## config.mk

```make
export PLATFORM = sky130hd
export DESIGN_NAME = morse_key_decoder
export DESIGN_NICKNAME = d
export VERILOG_FILES = /design/src/rtl/morse_pkg.sv /design/src/rtl/morse_ms_timer.sv /design/src/rtl/morse_key_decoder.sv
export SDC_FILE = /design/constraint.sdc
export NUM_CORES = 1
export LEC_CHECK = 0
export BUFFER_PORTS_ARGS = -buffer_cell sky130_fd_sc_hd__buf_2
export CAP_MARGIN = 40
export CELL_PAD_IN_SITES_DETAIL_PLACEMENT = 2
export CELL_PAD_IN_SITES_GLOBAL_PLACEMENT = 2
export CORE_ASPECT_RATIO = 0.75
export CORE_UTILIZATION = 41
export CTS_CLUSTER_SIZE = 25
export DETAILED_ROUTE_END_ITERATION = 10
export PLACE_DENSITY = 0.89
export SLEW_MARGIN = 15
export SYNTH_ARGS = -nofsm -noshare
export SYNTH_HDL_FRONTEND = slang
export SYNTH_SLANG_ARGS = --single-unit
export TNS_END_PERCENT = 5
```

## constraint.sdc

```tcl
create_clock -name CLK -period 3.98 [get_ports CLK]
set_clock_uncertainty 0.05 [all_clocks]
set_input_delay 0.199 -clock CLK [delete_from_list [all_inputs] [get_ports CLK]]
set_output_delay 0.199 -clock CLK [all_outputs]
set_load 0.005 [all_outputs]
```

## src/rtl/morse_pkg.sv

```systemverilog
// morse_pkg: definitions shared by the Morse generator and the key decoder.
//   - Symbol codes: the same 2-bit code that the generator takes on its start input.
//   - Decoder FSM state encoding.
//   - Default element timing of the generator, in milliseconds.
//   - decode_char(): maps a collected element store to a symbol code.
package morse_pkg;

    localparam logic [1:0] SYM_S    = 2'b10;
    localparam logic [1:0] SYM_O    = 2'b01;
    localparam logic [1:0] SYM_NONE = 2'b00;

    typedef enum logic [1:0] {
        ST_IDLE  = 2'd0,
        ST_PRESS = 2'd1,
        ST_GAP   = 2'd2,
        ST_EMIT  = 2'd3
    } morse_state_t;

    // Generator element timing (ms)
    localparam int unsigned DOT_MS  = 100;
    localparam int unsigned DASH_MS = 400;
    localparam int unsigned GAP_MS  = 50;

    localparam int unsigned PRESC_W = 16;
    localparam int unsigned MS_W    = 11;
    localparam int unsigned CNT_W   = 3;

    // Only clean three-element characters map to a symbol.
    // pattern holds 1 = dash, 0 = dot.
    function automatic logic [1:0] decode_char(input logic [CNT_W-1:0] count,
                                               input logic [2:0]       pattern,
                                               input logic             bad);
        logic [1:0] code;
        code = SYM_NONE;
        if (!bad && count == CNT_W'(3)) begin
            if (pattern == 3'b000)      code = SYM_S;
            else if (pattern == 3'b111) code = SYM_O;
        end
        return code;
    endfunction

endpackage

```

## src/rtl/morse_ms_timer.sv

```systemverilog
// morse_ms_timer: millisecond timer built from a prescaler and a saturating ms counter.
// Ports:
//   CLK  in   system clock
//   RST  in   synchronous active-high reset
//   clr  in   clears prescaler and ms counter on the next edge
//   ms   out  elapsed whole milliseconds since the last clear, saturates at 2047
module morse_ms_timer
    import morse_pkg::*;
#(
    parameter logic [PRESC_W-1:0] T1MS = 16'd49_999
) (
    input  logic            CLK,
    input  logic            RST,
    input  logic            clr,
    output logic [MS_W-1:0] ms
);

    logic [PRESC_W-1:0] presc;

    always_ff @(posedge CLK) begin
        if (RST || clr) begin
            presc <= '0;
            ms    <= '0;
        end else if (presc == T1MS) begin
            presc <= '0;
            if (ms != '1) ms <= ms + MS_W'(1);
        end else begin
            presc <= presc + PRESC_W'(1);
        end
    end

endmodule

```

## src/rtl/morse_key_decoder.sv

```systemverilog
// morse_key_decoder: times presses/releases of an active-low key and decodes S / O.
// Build option: define MORSE_DEBOUNCE_EN to insert a debounce filter after the
// synchronizer (stability window MIN_PRESS_MS/2 ms).
// Ports:
//   CLK        in   system clock
//   RST        in   synchronous active-high reset
//   Key_In     in   asynchronous key level, 0 = pressed
//   Sym_Valid  out  one-cycle pulse, decoded symbol available
//   Sym_Code   out  2'b10 = S, 2'b01 = O, 2'b00 = invalid (meaningful with Sym_Valid)
//   Sym_Err    out  one-cycle pulse with Sym_Valid when the character is invalid
module morse_key_decoder
    import morse_pkg::*;
#(
    parameter logic [PRESC_W-1:0] T1MS         = 16'd49_999,
    parameter int unsigned        MIN_PRESS_MS = 20,
    parameter int unsigned        DASH_MIN_MS  = 250,
    parameter int unsigned        MAX_PRESS_MS = 1000,
    parameter int unsigned        CHAR_GAP_MS  = 200
) (
    input  logic       CLK,
    input  logic       RST,
    input  logic       Key_In,
    output logic       Sym_Valid,
    output logic [1:0] Sym_Code,
    output logic       Sym_Err
);

    // Two-flop synchronizer, resets to released
    logic key_m, key_s;
    always_ff @(posedge CLK) begin
        if (RST) begin
            key_m <= 1'b1;
            key_s <= 1'b1;
        end else begin
            key_m <= Key_In;
            key_s <= key_m;
        end
    end

    logic key_f;

`ifdef MORSE_DEBOUNCE_EN
    localparam int unsigned DB_MS = MIN_PRESS_MS / 2;

    logic            key_db;
    logic [MS_W-1:0] db_ms;
    logic            db_accept_c;
    logic            db_clr_c;

    // Timer runs only while the input differs from the accepted level; it is also
    // cleared on acceptance so a bounce right after a change restarts the window.
    assign db_accept_c = (key_s != key_db) && (db_ms >= MS_W'(DB_MS));
    assign db_clr_c    = (key_s == key_db) || db_accept_c;

    morse_ms_timer #(.T1MS(T1MS)) u_db_timer (
        .CLK (CLK),
        .RST (RST),
        .clr (db_clr_c),
        .ms  (db_ms)
    );

    always_ff @(posedge CLK) begin
        if (RST)              key_db <= 1'b1;
        else if (db_accept_c) key_db <= key_s;
    end

    assign key_f = key_db;
`else
    assign key_f = key_s;
`endif

    morse_state_t     state;
    logic [MS_W-1:0]  ms;
    logic [2:0]       pattern;
    logic [CNT_W-1:0] count;
    logic             bad;
    logic             gap_done_c;
    logic             tmr_clr_c;
    logic [CNT_W-1:0] count_inc_c;
    logic [1:0]       code_c;

    assign gap_done_c  = (ms == MS_W'(CHAR_GAP_MS));
    assign count_inc_c = (count == CNT_W'(4)) ? count : count + CNT_W'(1);
    assign code_c      = decode_char(count, pattern, bad);

    // Timer is held clear in IDLE/EMIT and cleared on every transition out of
    // PRESS or GAP, so each duration starts from zero.
    always_comb begin
        tmr_clr_c = 1'b1;
        case (state)
            ST_PRESS: tmr_clr_c = key_f;
            ST_GAP:   tmr_clr_c = !key_f || gap_done_c;
            default:  tmr_clr_c = 1'b1;
        endcase
    end

    morse_ms_timer #(.T1MS(T1MS)) u_ms_timer (
        .CLK (CLK),
        .RST (RST),
        .clr (tmr_clr_c),
        .ms  (ms)
    );

    // Decoder FSM with registered outputs
    always_ff @(posedge CLK) begin
        if (RST) begin
            state     <= ST_IDLE;
            pattern   <= '0;
            count     <= '0;
            bad       <= 1'b0;
            Sym_Valid <= 1'b0;
            Sym_Code  <= SYM_NONE;
            Sym_Err   <= 1'b0;
        end else begin
            Sym_Valid <= 1'b0;
            Sym_Code  <= SYM_NONE;
            Sym_Err   <= 1'b0;
            case (state)
                ST_IDLE: begin
                    if (!key_f) state <= ST_PRESS;
                end
                ST_PRESS: begin
                    if (key_f) begin
                        if (ms < MS_W'(MIN_PRESS_MS)) begin
                            state <= (count != '0) ? ST_GAP : ST_IDLE;
                        end else begin
                            state <= ST_GAP;
                            count <= count_inc_c;
                            if (ms < MS_W'(DASH_MIN_MS))       pattern <= {pattern[1:0], 1'b0};
                            else if (ms <= MS_W'(MAX_PRESS_MS)) pattern <= {pattern[1:0], 1'b1};
                            else                                bad     <= 1'b1;
                        end
                    end
                end
                ST_GAP: begin
                    if (!key_f) begin
                        state <= ST_PRESS;
                    end else if (gap_done_c) begin
                        state     <= ST_EMIT;
                        Sym_Valid <= 1'b1;
                        Sym_Code  <= code_c;
                        Sym_Err   <= (code_c == SYM_NONE);
                    end
                end
                ST_EMIT: begin
                    pattern <= '0;
                    count   <= '0;
                    bad     <= 1'b0;
                    state   <= ST_IDLE;
                end
                default: state <= ST_IDLE;
            endcase
        end
    end

endmodule

```

==> impl_metrics.json, run 1 <==
{
  "leakagePower_nw": 0.811,
  "ys_ff_latch": 42,
  "tightest_slew_ns": 0.635,
  "grt_pass1_vias": 1815,
  "synth_top_family_by_area": "simple AND/OR/NAND/NOR gates",
  "worstHoldEndpoint": "key_m",
  "tritoncts": "yes",
  "syn_inst": 233,
  "grt_overflow": 0,
  "area_delta_synth_final_pct": 7.03,
  "synth_largest_type_area_fraction": 0.400,
  "maxUsedRoutingLayer": "met4",
  "start_util": 0.429,
  "dr_wl_met2_um": 2640,
  "fin_crit_ns": 2.39,
  "track_usage": 0.228,
  "worstSetupEndpointType": "flop",
  "synth_seq_area_share": 0.400,
  "clk_path_buf_depth": 2,
  "met3_length_um": 106,
  "yosysMostFrequentCell": "dfxtp_1",
  "htree_levels": 2,
  "rsz0062_at_grt": "false",
  "yosys-mux-area-fraction": 0.0256,
  "coreArea_um2": 4900,
  "grt_max_degree": 21,
  "antenna_found_initial": 0,
  "cts_setup_buffers": 0,
  "nets": 253,
  "netlist_area_um2": 2100,
  "cts.reportedPaths.clkPinSlew_ns": 0.08,
  "n_antenna_cell": 0,
  "drt_first_pass_iters": 6,
  "crit_buf_inv": 2,
  "dieArea_um2": 5420,
  "hold_depth": 2,
  "synth_warnings": 0,
  "multi_input_area_um2": 1170,
  "cp.arrival_ns": 2.57,
  "placed_cell_area_um2": 2160,
  "critPathTopFamily": "compound AO/OA/AOI/OAI gates",
  "synthFlopType": "dfxtp_1",
  "worstPathCellList": "inv_1, ha_1, a2111oi_0, a21oi_1, buf_4, or2_2, nor2_1",
  "period_share": 0.601,
  "slew_headroom": 0.573,
  "synth.distinct_cells": 48,
  "ctsHoldBuffers": 0,
  "wl_met1_um": 2730,
  "synthAdderAreaFrac": 0.0655,
  "die_h_um": 64.0,
  "cts_buffers": 5,
  "place_hpwl_um": 3990,
  "io_pins": 7,
  "first_iter_violations": 68,
  "vias": 1674,
  "io_buffer_count": 6,
  "nFillCells": 561,
  "min_from": "Key_In",
  "num_rows": 22,
  "cpMaxStageDelayCell": "a2111oi_0",
  "async_flop_share": 0,
  "drv_slew": 0,
  "final_area_um2": 2250,
  "cp.required_ns": 4.16,
  "hold_viol": 0,
  "die_w_um": 84.7,
  "synth_xor_area_frac": 0.0917,
  "final.setup.tns_ns": 0,
  "path_max_fanout": 16,
  "drcViolationCount": 0,
  "setup_violations": 0,
  "drv_cap": 0,
  "powerDensity_nw_per_um2": 342,
  "min_path_type": "input port to flop",
  "reg2reg_to": "u_ms_timer.presc[2]",
  "status": "finished, final reports clean",
  "drive_gt1_frac": 0.125,
  "synth-edff-count": 0,
  "r2r-start": "state[1]",
  "clkSinkCount": 42,
  "rr_worst_depth": 7,
  "clock.fmax_mhz": 418,
  "wl_per_cell_um": 18.5,
  "drt-total-wl_um": 5550,
  "grt_pass1_wl_um": 9400,
  "ff2ff_setup_slack_ns": 1.59,
  "worstSetupPathType": "flop to flop",
  "synth_compound_area_frac": 0.0840,
  "ant_nets": 0,
  "ctsResizeCount": 0,
  "clockRootBuffer": "clkbuf_8",
  "gp_congestion": 0.789,
  "worst_path_largest_cell_delay_ns": 0.53,
  "synth_top_cell_by_area": "dfxtp_1",
  "start_kind": "flop",
  "vias_per_cell": 5.58,
  "seq_area_um2": 841,
  "synth_simple_gate_area_share": 0.291,
  "ys_top_cells_by_count": "dfxtp_1 (42), nor2_1 (36), nand2_1 (14), xor2_1 (14), nand3_1 (13)",
  "syn_nets": 247,
  "clk_latency_ns": 0.30,
  "synth_area_leaders": "dfxtp_1 (40%), ha_1 (6.6%), nor2_1 (6.4%), xor2_1 (5.8%), xnor2_1 (3.3%)",
  "ir_drop_mv": 0.196,
  "syn_avg_cell_area_um2": 9.02
}
## state kept, by name, indices dropped and copies added (netlist names)
signal	flops
Sym_Err	1
u_ms_timer.presc	16
key_m	1
u_ms_timer.ms	11
bad	1
state	2
Sym_Valid	1
Sym_Code	2
key_f	1
pattern	3
count	3
## cells in the final DEF, fill, tap and decap left out, drive strengths merged, types with 7 or more instances in the layout
cell,netlist,layout
a21oi,7,7
buf,5,7
dfxtp,42,42
ha,11,11
inv,10,10
nand2,14,14
nand3,13,13
nor2,38,38
nor3,7,7
xnor2,8,8
xor2,14,14
## worst max-delay path by stage
stage	slack, ns	depth (start not counted)	endpoint	start
finish	1.59	7	u_ms_timer.presc[2]	state[1]
global placement	1.83	7	u_ms_timer.presc[12]	state[1]
global route	1.33	7	u_ms_timer.presc[12]	state[1]
detailed placement	1.62	7	u_ms_timer.presc[2]	state[1]
floorplan	2.00	9	u_ms_timer.presc[10]	state[1]
CTS	1.53	7	u_ms_timer.presc[2]	state[1]
## power breakdown
group	total, mW	switching [mW]	leakage (nW)	internal (mW)
clock network	0.277	0.153	0.0452	0.124
logic	0.0603	0.0424	0.427	0.0179
registers	0.431	0.00589	0.339	0.426
total	0.769	0.201	0.811	0.567
## cell type report
class	instances	share of cell area
clock buffer	6	0.0323
clock inverter	2	0.00612
inverter	10	0.0167
multi-input combinational	173	0.521
sequential	42	0.374
tap	60	0.0334
timing repair buffer	7	0.0167
## cell families after synthesis
logic type | Yosys count
AOI/OAI and AO/OA | 24
adders and majority gates | 11
and+or+nand+nor | 111
buffers and inverters | 18
DFF | 42
xor gates and xnor gates | 22
muxes | 5
## metrics by stage
| step | power (mW) | setup WS (ns) | cells | hold WS, ns | utilization |
|---|---|---|---|---|---|
| 2_1_floorplan | 0.488 | 2.00 | 233 | 0.253 | - |
| 3_3_place_gp | 0.495 | 1.83 | 292 | 0.333 | 0.441 |
| 3_5_place_dp | 0.500 | 1.62 | 292 | 0.352 | 0.441 |
| 4_1_cts | 0.777 | 1.53 | 300 | 0.0460 | 0.459 |
| 5_1_grt | 0.801 | 1.33 | 300 | 0.0471 | 0.459 |
| 6_report | 0.769 | 1.59 | 300 | 0.0497 | 0.459 |
## layer usage
| metal | GRT usage | up-vias |
|---|---|---|
| met4 | 0.0763 | 0 |
| met2 | 0.390 | 14 |
| li1 | - | 815 |
| met1 | 0.291 | 837 |
| met3 | 0.0426 | 8 |
| met5 | 0 | - |
(Power assumes the default switching activity.)
==> inputs of run 2 (changes only) <==
Settings changed: ABC_AREA set to 1, CORE_UTILIZATION 41 to 36, PLACE_DENSITY 0.89 to 0.86.
Clock period 3.98 ns to 2.28 ns, I/O delays scaled along.
==> impl_metrics.json, run 2 <==
{
  "status": "finished, final reports clean",
  "io_buffer_count": 6,
  "most-common-layout-cells": "nand2_1 (68), inv_1 (46), dfxtp_1 (42)",
  "synthFlopType": "dfxtp_1",
  "intPower_mw": 1.03,
  "cp.arrival_ns": 2.13,
  "area_delta_synth_final_pct": 9.03,
  "powerDensity_nw_per_um2": 534,
  "cts_buffers": 5,
  "reg_top3": "u_ms_timer.presc x16, u_ms_timer.ms x11",
  "yosysMostFrequentCell": "nand2_1",
  "n_antenna_cell": 0,
  "async_flop_share": 0,
  "track_usage": 0.225,
  "tritoncts": "yes",
  "wl_per_cell_um": 16.6,
  "synth_seq_area_share": 0.349,
  "drcViolationCount": 0,
  "slew_headroom": 0.669,
  "synth-edff-count": 0,
  "leakagePower_nw": 1.02,
  "regMostFlops": "u_ms_timer.presc",
  "tightest_slew_ns": 0.496,
  "num_rows": 25,
  "worstSetupPathType": "flop to flop",
  "ant_nets": 0,
  "drv_slew": 0,
  "cts_setup_buffers": 0,
  "clk_path_buf_depth": 2,
  "grt_pass1_wl_um": 11900,
  "syn_inst": 338,
  "syn_nets": 352,
  "drt_first_pass_iters": 4,
  "cts.reportedPaths.clkPinSlew_ns": 0.09,
  "p_sw_uw": 369,
  "rsz0062_at_grt": "false",
  "ys_ff_latch": 42,
  "syn_avg_cell_area_um2": 7.13,
  "setup_violations": 0,
  "clock.fmax_mhz": 512,
  "synth_area_leaders": "dfxtp_1 (35%), nand2_1 (11%), inv_1 (7.2%), nor2_1 (6.2%), nand3_1 (5.8%)",
  "final_core_util": 0.412,
  "min_path_type": "flop to flop",
  "synth_largest_type_area_fraction": 0.349,
  "clockRootBuffer": "clkbuf_8",
  "dieArea_um2": 7030,
  "ctsResizeCount": 0,
  "clkSinkCount": 42,
  "start_kind": "flop",
  "hold_viol": 0,
  "vias": 2228,
  "synth_top_cell_by_area": "dfxtp_1",
  "first_iter_violations": 112,
  "grt_max_degree": 17,
  "gp_congestion": 0.812,
  "drive_gt1_frac": 0.114,
  "io_pins": 7,
  "netlist_area_um2": 2410,
  "drt-total-wl_um": 7160,
  "power.share.switching": 0.263,
  "ctsHoldBuffers": 3,
  "largest_register_ffs": 16,
  "nets": 364,
  "die_h_um": 72.9,
  "path_max_fanout": 11,
  "die_w_um": 96.5,
  "clk_latency_ns": 0.30,
  "worstSetupEndpointType": "flop",
  "share_clk_of_total_power": 0.366,
  "grt_pass1_vias": 2379,
  "cp.required_ns": 2.45,
  "final.setup.tns_ns": 0,
  "synth.distinct_cells": 32,
  "fin_crit_ns": 1.95,
  "p_seq_frac": 0.537,
  "antenna_found_initial": 0,
  "period_share": 0.857,
  "final_common_cell": "nand2_1",
  "place_hpwl_um": 5290,
  "combPwrFrac": 0.096,
  "ys_top_cells_by_count": "nand2_1 (68), inv_1 (46), dfxtp_1 (42)",
  "coreArea_um2": 6380,
  "vias_per_cell": 5.16,
  "ir_drop_mv": 0.248,
  "grt_overflow": 0,
  "start_util": 0.378,
  "htree_levels": 2,
  "drv_cap": 0,
  "synth_warnings": 0
}
run 2: cell types whose count changed in the layout (fill, tap and decap cells not counted), sizes merged, moves of 6 or more:
cell,before,now
nand2,14,74
nor2b,6,0
inv,10,49
nor2,38,45
nand3,13,32
nand4,5,12
xnor2,8,1
a21oi,7,26
nor3,7,16
run 2: area by class of cell:
class | instances | area, um2
fill | 797 | 3750
multi-input combinational | 242 | 1350
inverter | 50 | 190
sequential | 42 | 841
clock inverter | 1 | 5.00
timing repair buffer | 9 | 60.1
tap | 81 | 101
clock buffer | 7 | 86.3
run 2: logic make-up (layout without fill, tap and decap cells):
| kind of cell | Yosys count | after routing | share of synthesized area |
|---|---|---|---|
| and+or+nand+nor | 185 | 185 | 0.380 |
| buffers and inverters | 54 | 67 | 0.0934 |
| DFF | 42 | 42 | 0.349 |
| AOI/OAI and AO/OA | 33 | 33 | 0.0732 |
| xor gates and xnor gates | 13 | 13 | 0.0472 |
| adders and majority gates | 11 | 11 | 0.0571 |
run 2: final timing paths:
kind | from | end | slack [ns] | cells after the start
max | u_ms_timer.ms[0] | u_ms_timer.ms[2] | 0.33 | 9
min | key_m | key_f | 0.37 | 1
max reg2reg | u_ms_timer.ms[0] | u_ms_timer.ms[2] | 0.33 | 9
min reg2reg | key_m | key_f | 0.37 | 1
run 2: stage by stage:
stage	cell area [um2]	hold slack, ns	cells	worst slack, ns	power, mW
floorplan	2410	0.133	338	0.773	0.869
global placement	2510	0.249	421	0.530	0.892
detailed placement	2510	0.254	421	0.357	0.902
CTS	2630	0.374	432	0.318	1.43
global route	2630	0.381	432	0.220	1.47
finish	2630	0.368	432	0.326	1.40
run 2: per-layer routing:
metal	wire (um)	part of all wire	up-vias	GRT usage
li1	-	-	1107	-
met1	3640	0.51	1089	0.315
met2	3250	0.45	25	0.363
met4	65	0.0091	0	0.0441
met5	0	0	-	0
met3	205	0.029	7	0.0385
run 2: critical path: stages (launching register included):
cell	delay [ns]
dfxtp_1	0.54
inv_1	0.14
ha_1	0.22
inv_1	0.06
nor2_1	0.05
nand3_2	0.09
nand2_1	0.08
nand2_2	0.10
nand2_1	0.30
a21oi_1	0.24
run 2: power groups by stage:
| stage | clock [mW] | combinational, mW | sequential (mW) |
|---|---|---|---|
| after floorplan | 0 | 0.0999 | 0.769 |
| after global placement | 0 | 0.121 | 0.771 |
| after detailed placement | 0 | 0.130 | 0.772 |
| after CTS | 0.534 | 0.138 | 0.755 |
| after global routing | 0.564 | 0.153 | 0.756 |
| final | 0.514 | 0.135 | 0.754 |
